`src/rtl/multicycle_control.sv`:
```
// multicycle_control
// ------------------
// Multi-cycle control unit for an RV32I core. Every instruction is walked
// through FETCH / DECODE / EXECUTE / (MEM) / (WB). The unit drives the
// datapath enables and a req/ready memory handshake. It also traps on an
// illegal opcode or on a memory request that waits too long.
//
// Parameters
//   MEM_TIMEOUT   : maximum cycles mem_req may wait for mem_ready before a
//                   bus-timeout trap is taken; 0 disables the timeout
//   SUPPORT_JUMPS : 1 = JAL/JALR/LUI/AUIPC legal, 0 = they trap as illegal
//
// Ports
//   clk, rst      : clock, asynchronous active-high reset
//   run           : leave IDLE and start fetching (sampled in IDLE only)
//   instr         : fetched instruction, valid while mem_ready=1 in FETCH
//   mem_ready     : memory completes the current request
//   branch_taken  : ALU compare result, sampled in EXECUTE
//   trap_ack      : trap handler acknowledge
//   mem_req/iord/mem_write/mem_read : memory request and qualifiers
//   ir_write/pc_write/pc_src        : instruction register and PC control
//   alu_src/reg_write/mem_to_reg    : datapath and register file control
//   trap/trap_cause                 : trap pending and cause (1 illegal, 2 timeout)
//   state_o                         : current state, for debug
//
// Memory handshake: mem_req rises when the unit enters FETCH or MEM. It stays
// high, with iord/mem_read/mem_write stable, until the memory answers with
// mem_ready=1. The request completes in the cycle where mem_req and mem_ready
// are both high. mem_req drops only on that completion, on a timeout trap, or
// on reset.

module multicycle_control #(
    parameter int MEM_TIMEOUT   = 16,
    parameter bit SUPPORT_JUMPS = 1'b1
) (
    input  logic        clk,
    input  logic        rst,
    input  logic        run,
    input  logic [31:0] instr,
    input  logic        mem_ready,
    input  logic        branch_taken,
    input  logic        trap_ack,
    output logic        mem_req,
    output logic        iord,
    output logic        mem_write,
    output logic        mem_read,
    output logic        ir_write,
    output logic        pc_write,
    output logic [1:0]  pc_src,
    output logic        alu_src,
    output logic        reg_write,
    output logic        mem_to_reg,
    output logic        trap,
    output logic [1:0]  trap_cause,
    output logic [2:0]  state_o
);

    typedef enum logic [2:0] {
        S_IDLE    = 3'd0,
        S_FETCH   = 3'd1,
        S_DECODE  = 3'd2,
        S_EXECUTE = 3'd3,
        S_MEM     = 3'd4,
        S_WB      = 3'd5,
        S_TRAP    = 3'd6
    } state_t;

    localparam logic [6:0] OP_R      = 7'b0110011;
    localparam logic [6:0] OP_IMM    = 7'b0010011;
    localparam logic [6:0] OP_LOAD   = 7'b0000011;
    localparam logic [6:0] OP_STORE  = 7'b0100011;
    localparam logic [6:0] OP_BRANCH = 7'b1100011;
    localparam logic [6:0] OP_JAL    = 7'b1101111;
    localparam logic [6:0] OP_JALR   = 7'b1100111;
    localparam logic [6:0] OP_LUI    = 7'b0110111;
    localparam logic [6:0] OP_AUIPC  = 7'b0010111;

    // The trap fires on the wait cycle that would bring the count up to
    // MEM_TIMEOUT. The compare is against MEM_TIMEOUT-1 on the old count.
    localparam logic [15:0] WAIT_LIMIT = 16'(MEM_TIMEOUT - 1);

    state_t      state;
    logic [6:0]  opcode_q;
    logic [2:0]  funct3_q;
    logic [15:0] wait_cnt;
    logic [1:0]  cause_q;

    logic        is_load;
    logic        is_store;
    logic        is_branch;
    logic        is_jal;
    logic        is_jalr;
    logic        is_jump_class;
    logic        legal;
    logic        timeout_hit;
    logic [15:0] wait_inc;

    // funct3 is latched for the datapath's benefit. The remaining
    // instruction fields belong to the datapath, not the sequencer.
    logic unused_bits;
    assign unused_bits = ^{instr[31:15], instr[11:7], funct3_q};

    assign is_load       = (opcode_q == OP_LOAD);
    assign is_store      = (opcode_q == OP_STORE);
    assign is_branch     = (opcode_q == OP_BRANCH);
    assign is_jal        = (opcode_q == OP_JAL);
    assign is_jalr       = (opcode_q == OP_JALR);
    assign is_jump_class = is_jal || is_jalr ||
                           (opcode_q == OP_LUI) || (opcode_q == OP_AUIPC);
    assign legal         = (opcode_q == OP_R) || (opcode_q == OP_IMM) ||
                           is_load || is_store || is_branch ||
                           (SUPPORT_JUMPS && is_jump_class);

    assign timeout_hit = (MEM_TIMEOUT != 0) && (wait_cnt == WAIT_LIMIT);
    assign wait_inc    = (wait_cnt == 16'hFFFF) ? wait_cnt : wait_cnt + 16'd1;

    // Sequencer. The wait counter defaults to zero every cycle, so it clears
    // on every state change. It only counts while a request stays unanswered.
    always_ff @(posedge clk or posedge rst) begin
        if (rst) begin
            state    <= S_IDLE;
            opcode_q <= 7'd0;
            funct3_q <= 3'd0;
            wait_cnt <= 16'd0;
            cause_q  <= 2'd0;
        end else begin
            wait_cnt <= 16'd0;
            case (state)
                S_IDLE: begin
                    if (run) state <= S_FETCH;
                end
                S_FETCH: begin
                    if (mem_ready) begin
                        opcode_q <= instr[6:0];
                        funct3_q <= instr[14:12];
                        state    <= S_DECODE;
                    end else if (timeout_hit) begin
                        cause_q <= 2'd2;
                        state   <= S_TRAP;
                    end else begin
                        wait_cnt <= wait_inc;
                    end
                end
                S_DECODE: begin
                    if (!legal) begin
                        cause_q <= 2'd1;
                        state   <= S_TRAP;
                    end else begin
                        state <= S_EXECUTE;
                    end
                end
                S_EXECUTE: begin
                    if (is_load || is_store)
                        state <= S_MEM;
                    else if (is_branch || is_jal || is_jalr)
                        state <= S_FETCH;
                    else
                        state <= S_WB;
                end
                S_MEM: begin
                    if (mem_ready) begin
                        state <= is_load ? S_WB : S_FETCH;
                    end else if (timeout_hit) begin
                        cause_q <= 2'd2;
                        state   <= S_TRAP;
                    end else begin
                        wait_cnt <= wait_inc;
                    end
                end
                S_WB: begin
                    state <= S_FETCH;
                end
                S_TRAP: begin
                    if (trap_ack) begin
                        cause_q <= 2'd0;
                        state   <= S_FETCH;
                    end
                end
                default: state <= S_IDLE;
            endcase
        end
    end

    // Output decode. Everything comes from registered state, so reset forces
    // all outputs low at once. ir_write/pc_write must follow mem_ready and
    // branch_taken within the same cycle, so they are gated here rather than
    // registered.
    always_comb begin
        mem_req    = 1'b0;
        iord       = 1'b0;
        mem_write  = 1'b0;
        mem_read   = 1'b0;
        ir_write   = 1'b0;
        pc_write   = 1'b0;
        pc_src     = 2'd0;
        alu_src    = 1'b0;
        reg_write  = 1'b0;
        mem_to_reg = 1'b0;
        trap       = 1'b0;
        case (state)
            S_FETCH: begin
                mem_req  = 1'b1;
                mem_read = 1'b1;
                if (mem_ready) begin
                    ir_write = 1'b1;
                    pc_write = 1'b1;
                end
            end
            S_EXECUTE: begin
                alu_src = (opcode_q != OP_R);
                if (is_branch && branch_taken) begin
                    pc_write = 1'b1;
                    pc_src   = 2'd1;
                end
                if (is_jal || is_jalr) begin
                    pc_write  = 1'b1;
                    pc_src    = is_jalr ? 2'd2 : 2'd1;
                    reg_write = 1'b1;
                end
            end
            S_MEM: begin
                mem_req   = 1'b1;
                iord      = 1'b1;
                mem_read  = is_load;
                mem_write = is_store;
            end
            S_WB: begin
                reg_write  = 1'b1;
                mem_to_reg = is_load;
            end
            S_TRAP: begin
                trap = 1'b1;
            end
            default: ;
        endcase
    end

    assign trap_cause = cause_q;
    assign state_o    = state;

endmodule

```
`config.mk`:
```
export PLATFORM = sky130hd
export DESIGN_NAME = multicycle_control
export DESIGN_NICKNAME = d
export VERILOG_FILES = /design/src/rtl/multicycle_control.sv
export SDC_FILE = /design/constraint.sdc
export NUM_CORES = 1
export LEC_CHECK = 0
export BUFFER_PORTS_ARGS = -buffer_cell sky130_fd_sc_hd__buf_2
export CAP_MARGIN = 20
export CORE_MARGIN = 3
export CORE_UTILIZATION = 39
export DETAILED_ROUTE_END_ITERATION = 7
export GPL_TIMING_DRIVEN = 1
export PLACE_DENSITY_LB_ADDON = 0.2
export SYNTH_ARGS = -nofsm -noshare
export SYNTH_HDL_FRONTEND = slang
export SYNTH_SLANG_ARGS = --single-unit
export TNS_END_PERCENT = 5
```
`constraint.sdc`:
```
create_clock -name clk -period 2.07 [get_ports clk]
set_input_delay 0.3105 -clock clk [delete_from_list [all_inputs] [get_ports clk]]
set_output_delay 0.3105 -clock clk [all_outputs]
set_load 0.005 [all_outputs]
```
# Word-level counts from Yosys, hierarchy flattened
# Cells that the tools add are included.
# totals
regBits	28
input_bits	38
out_inout_bits	17
wordCells	84
# classes
add_sub_neg	1
n_eq_ne	24
n_mux	37
reduce_logical	18
# op_table
op	count
two-way mux 16 bit	4
two-way mux 3 bit	9
equality test 7 x 6 -> 1 bit, second input constant	3
equality test 7 bit, second input constant	3
one-hot mux 3 bit (7 select lines)	1
adder 16 x 1 -> 16 bit, second input constant	1
equality test 16 bit, second input constant	1
equality test 16 x 4 -> 1 bit, second input constant	1
equality test 7 x 5 -> 1 bit, second input constant	2
two-way mux 2 bit	7
two-way mux 1 bit	12
logical OR 1 bit	11
equality test 3 bit, second input constant	3
!= test 2 bit, second input constant	4
equality test 7 x 2 -> 1 bit, second input constant	1
!= test 7 x 6 -> 1 bit, second input constant	1
equality test 3 x 2 -> 1 bit, second input constant	2
one-hot mux 1 bit (2 select lines)	3
one-hot mux 2 bit (3 select lines)	1
AND reduction 5 bit	1
!= test 4 bit, second input constant	1
AND reduction 2 bit	2
equality test 3 x 1 -> 1 bit, second input constant	1
zero test 3 bit	1
other kinds (4)	4

# Longest topological paths before layout
# Gate-level depths: netlist of the first run.
# logic_depth
word_depth	8
mapped_depth	6
depth_no_buf	5

# Worst setup path after synthesis of the first run
# No wires, ideal clock.
# synth_timing
kind	reg2out
from	register opcode_q[3]
to	output port mem_read
t_arrival_ps	1613
required_time_ps	1760
setup_slack_ps	146
path_stages_with_launch	5
n_path_buf	0
path_cell_list	dfrtp_1 > or2_2 > or4_1 > or3_1 > a21oi_1
# synth_via
elab_chain_cells	2
# synth_rtl
item	line	rtl
from (decl)	83	logic [6:0] opcode_q;
from (signal assigned)	134	opcode_q <= instr[6:0];
equality test 7 x 2 -> 1 bit	103	assign is_load = (opcode_q == OP_LOAD);
one-hot mux 1 bit (2 select lines)	200	case (state)
to (decl)	46	output logic mem_read,
# Every way passes these cells.

# Worst setup path in the final report of the first run
# layout_timing
from	register opcode_q[6]
to	output port mem_read
# Same word-level chain as after synthesis.

==> results of run 1 <==
per-layer routing:
| layer | up-vias | wire (um) | GRT usage (%) |
|---|---|---|---|
| met3 | 6 | 140 | 2.80 |
| met5 | - | 0 | 0 |
| met1 | 837 | 2170 | 25.1 |
| met2 | 29 | 1950 | 25.0 |
| met4 | 0 | 36 | 4.55 |
| li1 | 876 | - | - |
cells in the final DEF (no fill, tap or decap), types with 4 or more instances in the layout:
| cell type | netlist | routed |
|---|---|---|
| sky130_fd_sc_hd__inv_1 | 6 | 6 |
| sky130_fd_sc_hd__nor2_1 | 8 | 8 |
| sky130_fd_sc_hd__mux2i_1 | 6 | 6 |
| sky130_fd_sc_hd__or4_1 | 5 | 4 |
| sky130_fd_sc_hd__a21o_1 | 4 | 4 |
| sky130_fd_sc_hd__a21oi_1 | 12 | 12 |
| sky130_fd_sc_hd__a31oi_1 | 4 | 4 |
| sky130_fd_sc_hd__o31ai_1 | 7 | 7 |
| sky130_fd_sc_hd__and3_1 | 4 | 4 |
| sky130_fd_sc_hd__buf_2 | 2 | 29 |
| sky130_fd_sc_hd__nor3_1 | 16 | 15 |
| sky130_fd_sc_hd__buf_4 | 0 | 18 |
| sky130_fd_sc_hd__nor2b_1 | 7 | 7 |
| sky130_fd_sc_hd__nand3_1 | 13 | 13 |
| sky130_fd_sc_hd__nand2_1 | 18 | 17 |
| sky130_fd_sc_hd__o21ai_0 | 6 | 6 |
| sky130_fd_sc_hd__mux2_2 | 5 | 5 |
| sky130_fd_sc_hd__nand3b_1 | 6 | 6 |
| sky130_fd_sc_hd__nor3b_1 | 5 | 4 |
| sky130_fd_sc_hd__dfrtp_1 | 28 | 27 |
worst register-to-register path, delay by kind of cell (launching register included):
kind          cells  cell delay, ns
simple gates      3            0.72
flops             1            0.41
buf+inv           1            0.28
fa+ha+maj         1            0.23
mux               1            0.07
sequential cells by signal (all words and copies together), names as in the netlist:
| signal | flops |
|---|---|
| opcode_q | 7 |
| wait_cnt | 16 |
| trap_cause | 2 |
| state_o | 3 |
cell usage after synthesis, drive strengths merged (5+ instances only):
cell    instances  area, sq um
nor2b           7         43.8
clkbuf          7         26.3
nand3b          6         45.0
or4             5         37.5
nand2          18         67.6
nand3          13         65.1
dfrtp          28          701
mux2            5         56.3
o31ai           7         52.6
nor2            8         30.0
mux2i           6         60.1
nor3           16         80.1
a21oi          12         60.1
inv             6         22.5
o21ai           6         30.0
nor3b           5         37.5
power groups by stage:
stage	Combinational [mW]	Clock, mW	Sequential, mW
detailed placement	1.01	0	0.796
finish	1.04	0.436	0.792
floorplan	0.657	0	0.775
CTS	1.03	0.455	0.788
global route	1.16	0.468	0.820
global placement	1.00	0	0.791
through the flow:
stage | TNS, ns | hold WS (ns) | cell area, sq um | setup WS (ns)
floorplan | 0 | 0.376 | 1840 | 0.146
global placement | 0 | 0.405 | 2130 | 0.0599
detailed placement | 0 | 0.401 | 2130 | 0.0233
CTS | -0.317 | 0.0811 | 2210 | -0.201
global route | -0.583 | 0.106 | 2240 | -0.251
finish | -0.238 | 0.0727 | 2240 | -0.170
cell type report:
type / count / area share (%)
clock buffers: 3 / 1.85
clock inverters: 1 / 1.34
inverters: 6 / 1.01
multi-input cells: 166 / 49.0
flip-flops and latches: 28 / 31.4
well taps: 52 / 2.91
repair buffers: 47 / 12.5
how the worst min path moves through the flow:
stage / from / end / depth (start not counted)
after floorplan: rst / opcode_q[0] / 1
after global placement: rst / wait_cnt[1] / 3
after detailed placement: rst / opcode_q[0] / 3
after CTS: rst / opcode_q[0] / 3
after global routing: rst / opcode_q[0] / 3
final: rst / opcode_q[0] / 3
kinds of logic after synthesis:
group | Yosys count | synth area share [%]
adder cells (fa/ha/maj) | 1 | 0.681
multiplexers | 11 | 6.33
XOR/XNOR | 1 | 0.477
AND/OR/NAND/NOR | 105 | 32.9
buffers and inverters | 17 | 4.02
flip-flops | 28 | 38.1
AO/OA/AOI/OAI | 48 | 17.5
timing repair:
item	4_1_cts	5_1_grt
gates cloned	0	0
resized for setup	3	6
hold endpoints to repair	0	0
pin swaps	1	0
setup endpoints to repair	4	16
==> results by stage, run 1 <==
Floorplan:
- The total area inside the core boundary comes to 4440 sq um.
- The die is 74.7 um wide.
- The vertical extent of the die is between 70 and 80 um.
- The I/O pin count is between 50 and 60.
- The placement row count is 24.
- The initial cell density of the core is between 40% and 50%.
- The area of the die is roughly 5600 sq um.

Layout:
- The number of fillers in the final layout is 424.
- The storage element area is 702 sq um.
- The number of diodes added for antenna fixing is 0.
- The utilization of the core after routing is around half.
- Leaving out filler cells and counting taps, the final layout contains 303.
- The post-synthesis to final-layout area growth is 21.7%.
- The final layout contains around 290 nets.
- Summing all multi-input logic gate instances after layout gives 1100 sq um.
- In the final layout, the share of cells above drive strength 1 is 27.1%.

Logic synthesis:
- The mean area per synthesized cell is roughly 8.7 sq um.
- The most used flip-flop cell after synthesis is sky130_fd_sc_hd__dfrtp_1.
- During synthesis, Yosys emitted a total of 0 warnings.
- After synthesis the netlist holds a flip-flop and latch count of 28.
- Summing every instance area after synthesis gives about 1800 sq um.
- In the synthesized netlist, the number of instances is around 210.
- The distinct cell type count of the synthesized netlist is 48.
- Of the synthesized area, sequential elements account for about two fifths.
- Yosys mapped a number of flops with a built-in enable equal to 0.
- The number of nets in the synthesized netlist is 250.
- The share of synthesized flip-flops with an asynchronous set or reset is 100%.

Power:
- In this run, the combinational gates consume ~46% of the power.
- Power comes to between 2 and 2.5 mW.
- In this run the power density over the cells is approximately 1000 nW/um^2.
- The share of power burned in registers is about a third.
- The share of total power consumed by net switching is between 30% and 40%.
- Summed over all cells, the static leakage comes to ~0.93 nW.
- The cell-internal power is between 1 and 1.5 mW.
- The worst-case IR drop observed on VDD is between 0.5 and 0.6 mV.
- The clock network is responsible for between 10% and 20% of the overall power.
- The switching power of the nets is 0.838 mW.

Routing:
- The routed design has approximately 4300 um of wire.
- The count of routing violations after the opening detailed-route iteration is approximately 100.
- Summing over every cut layer, the via total after detailed routing is about 1700.
- Dividing the detail-routed via count by the number of cells gives 5.77.
- The number of nets still failing antenna checks after routing is 0.
- The first detailed-routing pass took 4 iterations.
- The number of remaining DRC errors is 0.
- The average wire per cell in the routed design is approximately 14 um.

Critical path:
- Following the worst setup path forward leads to its endpoint at mem_read.
- The element type at the critical path end is an output pin.
- Among all stages on the critical path, the largest delay is contributed by sky130_fd_sc_hd__or4_4.
- The kind of launch point of the worst setup path is a flop.
- Data arrives at the worst endpoint at roughly 1.9 ns.
- STA puts the critical path data required time at roughly 1.8 ns.
- Traced cell by cell, the critical path runs through or2_4 > or4_4 > or3_1 > a21oi_1 > buf_2.
- The endpoint identified for the worst register-to-register timing path is wait_cnt[8].
- In this design, the stage delay of the slowest critical-path cell is between 0.4 and 0.5 ns.
- Measured in cells, the most critical reg-to-reg path has a length of 6.
- The category of the critical setup timing path is reg -> out.
- The launch point of the worst reg-to-reg path is wait_cnt[0].
- The number of logic stages on the critical path including buffering is 5.
- The worst setup path startpoint is opcode_q[6].
- The maximum net fanout on the critical path is 2.
- The setup slack of the worst register-to-register path is 0.22 ns.
- Together, buffers and inverters on the worst path number 1.
- The family of cells with the greatest summed delay on the critical path is simple AND/OR/NAND/NOR gates.

Worst hold path:
- The worst min-delay path category is in -> async.

STA:
- Setup repair after global routing could not meet its margin everywhere.
- The final worst clock skew is approximately 0.0085 ns.
- Counting I/O delays and the setup requirement, the final critical path takes around 2.2 ns.
- The number of max-slew violations in the final report is 0.
- The post-route clock period utilization is 108%.
- For the pin with the worst max-slew slack, the measured transition is 0.572 ns.
- The worst pin sits at a relative slew slack of between 60% and 70%.
- The number of hold-slack violations in the final timing report is 0.
- Setup violations remaining at the end of the flow were counted as 3.
- Once routing completed, OpenROAD measured the worst setup slack at -0.170 ns.
- The maximum clock rate is between 0.4 and 0.5 GHz.

GRT:
- The initial antenna violation count came to 0.
- The total global routing track utilization is 16.7%.
- The total congestion overflow is 0.
- The number of global-route vias before repair is approximately 1600.
- The first global-routing pass estimated roughly 7300 um of wire.
- Entering global routing, the biggest net connects 29 pins.

CTS:
- The number of H-tree levels is 1.
- The number of buffers inserted by hold repair at cts is 0.
- The later pin in the worst-skew pair is clocked with a latency of 0.28 ns.
- Clock-pin slew was measured on the worst setup and hold paths at around 0.10 ns.
- The CTS sink count is 28.
- The clock root buffer is sky130_fd_sc_hd__clkbuf_8.
- The buffer levels on the longest clock path is 2.
- The number of buffers added by the clock tree synthesis step is 3.
- TritonCTS built the clock tree.
- The number of setup buffers added after CTS is 0.

Placement:
- The detailed placer's ending HPWL is 3160 um.
- The count of buffers from port buffering is 29.
- The final RePlAce weighted congestion is approximately 0.8.
- The number of placed cells counting well taps is around 300.

Outcome:
- The run finished, with violations left.
- The final reports fail on negative setup slack.

Flow run:
- The tool flagged a number of max-cap violations equal to 0.
Power figures use the tool's default switching activity.
==> inputs of run 2 (changes only) <==
CORE_UTILIZATION = 36   (was 39)
PLACE_DENSITY_LB_ADDON = unset   (was 0.2)
==> run 2 against run 1 <==
Net effect: the run still ends with negative setup slack left; total power fell by 4.5%; non-clock buffer count did not move; hold slack improved by 0.011 ns; critical path type unchanged.
==> results by stage, run 2 (synthesis results as in run 1) <==
Critical path:
- The maximum net fanout on the critical path is 2 (unchanged).
- STA classifies the critical path endpoint as an output pin.
- Among all stages on the critical path, the largest delay is contributed by sky130_fd_sc_hd__or4_4.
- The worst path buffer plus inverter count is 1 (unchanged).
- The setup path with the least slack is of type reg -> out.
- On the critical path the largest part of the delay comes from simple AND/OR/NAND/NOR gates.
- The largest incremental delay on the critical path is 0.43 ns (about the same).
- The worst endpoint data arrival time is 1.92 ns (about the same).
- Walking the worst path, the cells encountered are or2_4 > or4_4 > or3_1 > a21oi_1 > buf_2.
- The kind of launch point of the worst setup path is a flop.
- The critical path required time is 1.76 ns (about the same).

STA:
- The minimum clock period after layout came to 2.23 ns (-0.00866 ns).
- The post-route worst setup slack is -0.162 ns (+0.00866 ns).
- Setup repair after global routing could not meet its margin everywhere.
- The final worst clock skew is 0.00101 ns (-0.00750 ns).
- The final sum of negative setup slack is -0.205 ns (+0.0322 ns).
- The maximum clock rate is 0.448 GHz (+0.39%).
- The number of max-slew violations in the final report is 0 (unchanged).
- The transition at the pin with the smallest max-transition slack is 0.575 ns (+0.00327 ns).
- The remaining max-slew budget at the tightest pin is 61.6% (-0.22 points).
- The post-route clock period utilization came to 108% (-0.42 points).
- The number of setup violations in the final report is 3 (unchanged).
- The number of hold-slack violations in the final timing report is 0 (unchanged).

Layout:
- The number of diodes added for antenna fixing was 0 (unchanged).
- In the layout the commonest cells are sky130_fd_sc_hd__buf_2, sky130_fd_sc_hd__dfrtp_1, sky130_fd_sc_hd__buf_4, sky130_fd_sc_hd__nand2_1, sky130_fd_sc_hd__nor3_1.
- The fraction of final layout cells with drive strength greater than 1 is 26.3% (-0.80 points).
- The number of fillers in the final layout came to 523 (+23%).
- The register ranked first by flip-flop count is wait_cnt.
- The number of flip-flops under the largest register name is 16 (unchanged).
- The area of combinational cells with multiple inputs is 1090 sq um (-0.80%).
- Leaving out fill and tap cells, the most frequent cell in the layout is sky130_fd_sc_hd__buf_2.
- The final net count was 291 (unchanged).
- The post-synthesis to final-layout area growth is 21.4%.
- The storage element area came to 702 sq um (unchanged).

Power:
- The maximum vdd drop is 0.581 mV (-0.54%).
- The power density over the cells is 970 nW/um^2 (-4.2%).
- The leakage power is 0.927 nW (-0.78%).

Worst hold path:
- The worst min-delay path category is in -> async.

CTS:
- The CTS sink count is 28 (unchanged).
- The number of buffers added by the clock tree synthesis step is 3 (unchanged).
- The CTS tree is built.
- The clock transition at the registers of the reported paths was 0.09 ns (about the same).
- The buffer levels on the longest clock path is 2 (unchanged).
- The number of H-tree levels is 1 (unchanged).
- The source-to-sink clock delay at the later pin of the worst-skew pair is 0.27 ns (about the same).
- The number of buffers inserted by hold repair at cts is 0 (unchanged).
- The tree is rooted in a sky130_fd_sc_hd__clkbuf_8.

GRT:
- The number of global-route vias before repair is 1615 (+3.2%).
- The first-pass GRT wire length is 7640 um (+4.0%).
- The pin count of the biggest net entering global routing is 29 (unchanged).
- The total global routing track utilization is 15.3% (-1.5 points).
- The total congestion overflow is 0 (unchanged).
- The initial antenna violation count is 0 (unchanged).

Routing:
- The count of routing violations after the opening detailed-route iteration came to 77 (-25%).
- The via count is 1715 (-1.9%).
- The detailed-router iteration count before antenna repair was 4 (unchanged).
- The number of vias per cell after detailed routing is 5.39 (-6.5%).
- The number of nets still failing antenna checks after routing is 0 (unchanged).
- The number of remaining DRC errors is 0 (unchanged).
- The routed wire length was 4410 um (+2.5%).
- The average wire per cell in the routed design is 13.9 um (-2.3%).

Outcome:
- The run finished, with violations left.
- The final reports fail on negative setup slack.

Floorplan:
- The vertical extent of the die is 77.5 um (+3.8%).
- The core footprint came to 4820 sq um (+8.4%).
- The area of the die was 6000 sq um (+7.7%).
- The I/O pin count is 55 (unchanged).
- The initial cell density of the core is 38.2% (-3.2 points).
- The placement row count came to 25 (+4.2%).
- The width of the chip is 77.5 um (+3.8%).

Placement:
- The count of buffers from port buffering was 29 (unchanged).
- The detailed placer's ending HPWL is 3250 um (+2.8%).
- The final RePlAce weighted congestion is 0.810 (+0.93%).
- The pre-CTS worst setup slack is 0.0594 ns (+0.0361 ns).

Flow run:
- The number of maximum-capacitance constraint violations is 0 (unchanged).
## run 2: cell count changes in the layout (fill, tap and decap cells not counted)
cell and change:
sky130_fd_sc_hd__bufinv_16 -1, sky130_fd_sc_hd__nor4_2 -1, sky130_fd_sc_hd__nand2b_2 -1, sky130_fd_sc_hd__nor4_1 +1
sky130_fd_sc_hd__clkbuf_8 +1, sky130_fd_sc_hd__nand2b_1 +1
## run 2: layout make-up
type                    instances  share of cell area [%]
multi-input cells             166                    48.7
flip-flops and latches         28                    31.5
repair buffers                 47                    12.6
well taps                      67                    3.76
clock buffers                   4                    2.47
inverters                       6                    1.01
## run 2: timing repair
action	CTS	global route
endpoints found under the setup margin	3	15
setup buffers	0	0
pin swaps	1	0
gates resized for setup	4	3
## run 2: worst paths after layout
kind / from / to / slack (ns) / depth (start not counted)
setup / recovery: opcode_q[6] / mem_read / -0.16 / 5
hold / removal: rst / opcode_q[1] / 0.08 / 3
setup reg to reg: wait_cnt[0] / wait_cnt[8] / 0.20 / 6
hold reg to reg: trap_cause[0] / trap_cause[0] / 0.48 / 1
max in group asynchronous: rst / opcode_q[4] / 1.70 / 3
min in group clk: instr[2] / opcode_q[2] / 0.24 / 3
## run 2: report_power, final
| group | switching, mW | internal (mW) |
|---|---|---|
| registers | 0.123 | 0.666 |
| logic | 0.538 | 0.497 |
| clock network | 0.168 | 0.170 |
| total | 0.829 | 1.33 |
## run 2: worst register-to-register path: stages (launching register included)
cell and delay [ns]:
sky130_fd_sc_hd__dfrtp_1 0.41, sky130_fd_sc_hd__ha_1 0.24, sky130_fd_sc_hd__nor4bb_1 0.30, sky130_fd_sc_hd__nand4_1 0.33, sky130_fd_sc_hd__buf_4 0.29, sky130_fd_sc_hd__nand3b_1 0.10, sky130_fd_sc_hd__mux2i_1 0.08
## run 2: layer usage
metal	up-vias	track usage (%)	wire [um]
li1	872	-	-
met1	807	22.2	2210
met2	34	24.2	2030
met3	2	2.55	137
met4	0	2.67	29
met5	-	0	0
## run 2: metrics by stage
stage / utilization (%) / instances / power [mW] / cell area [sq um] / hold slack [ns]
after global routing: 46.3 / 318 / 2.34 / 2230 / 0.116
after global placement: 44.6 / 314 / 1.79 / 2150 / 0.402
after detailed placement: 44.6 / 314 / 1.81 / 2150 / 0.397
final: 46.3 / 318 / 2.16 / 2230 / 0.0835
after floorplan: - / 211 / 1.43 / 1840 / 0.376
after CTS: 46.1 / 318 / 2.18 / 2220 / 0.0891
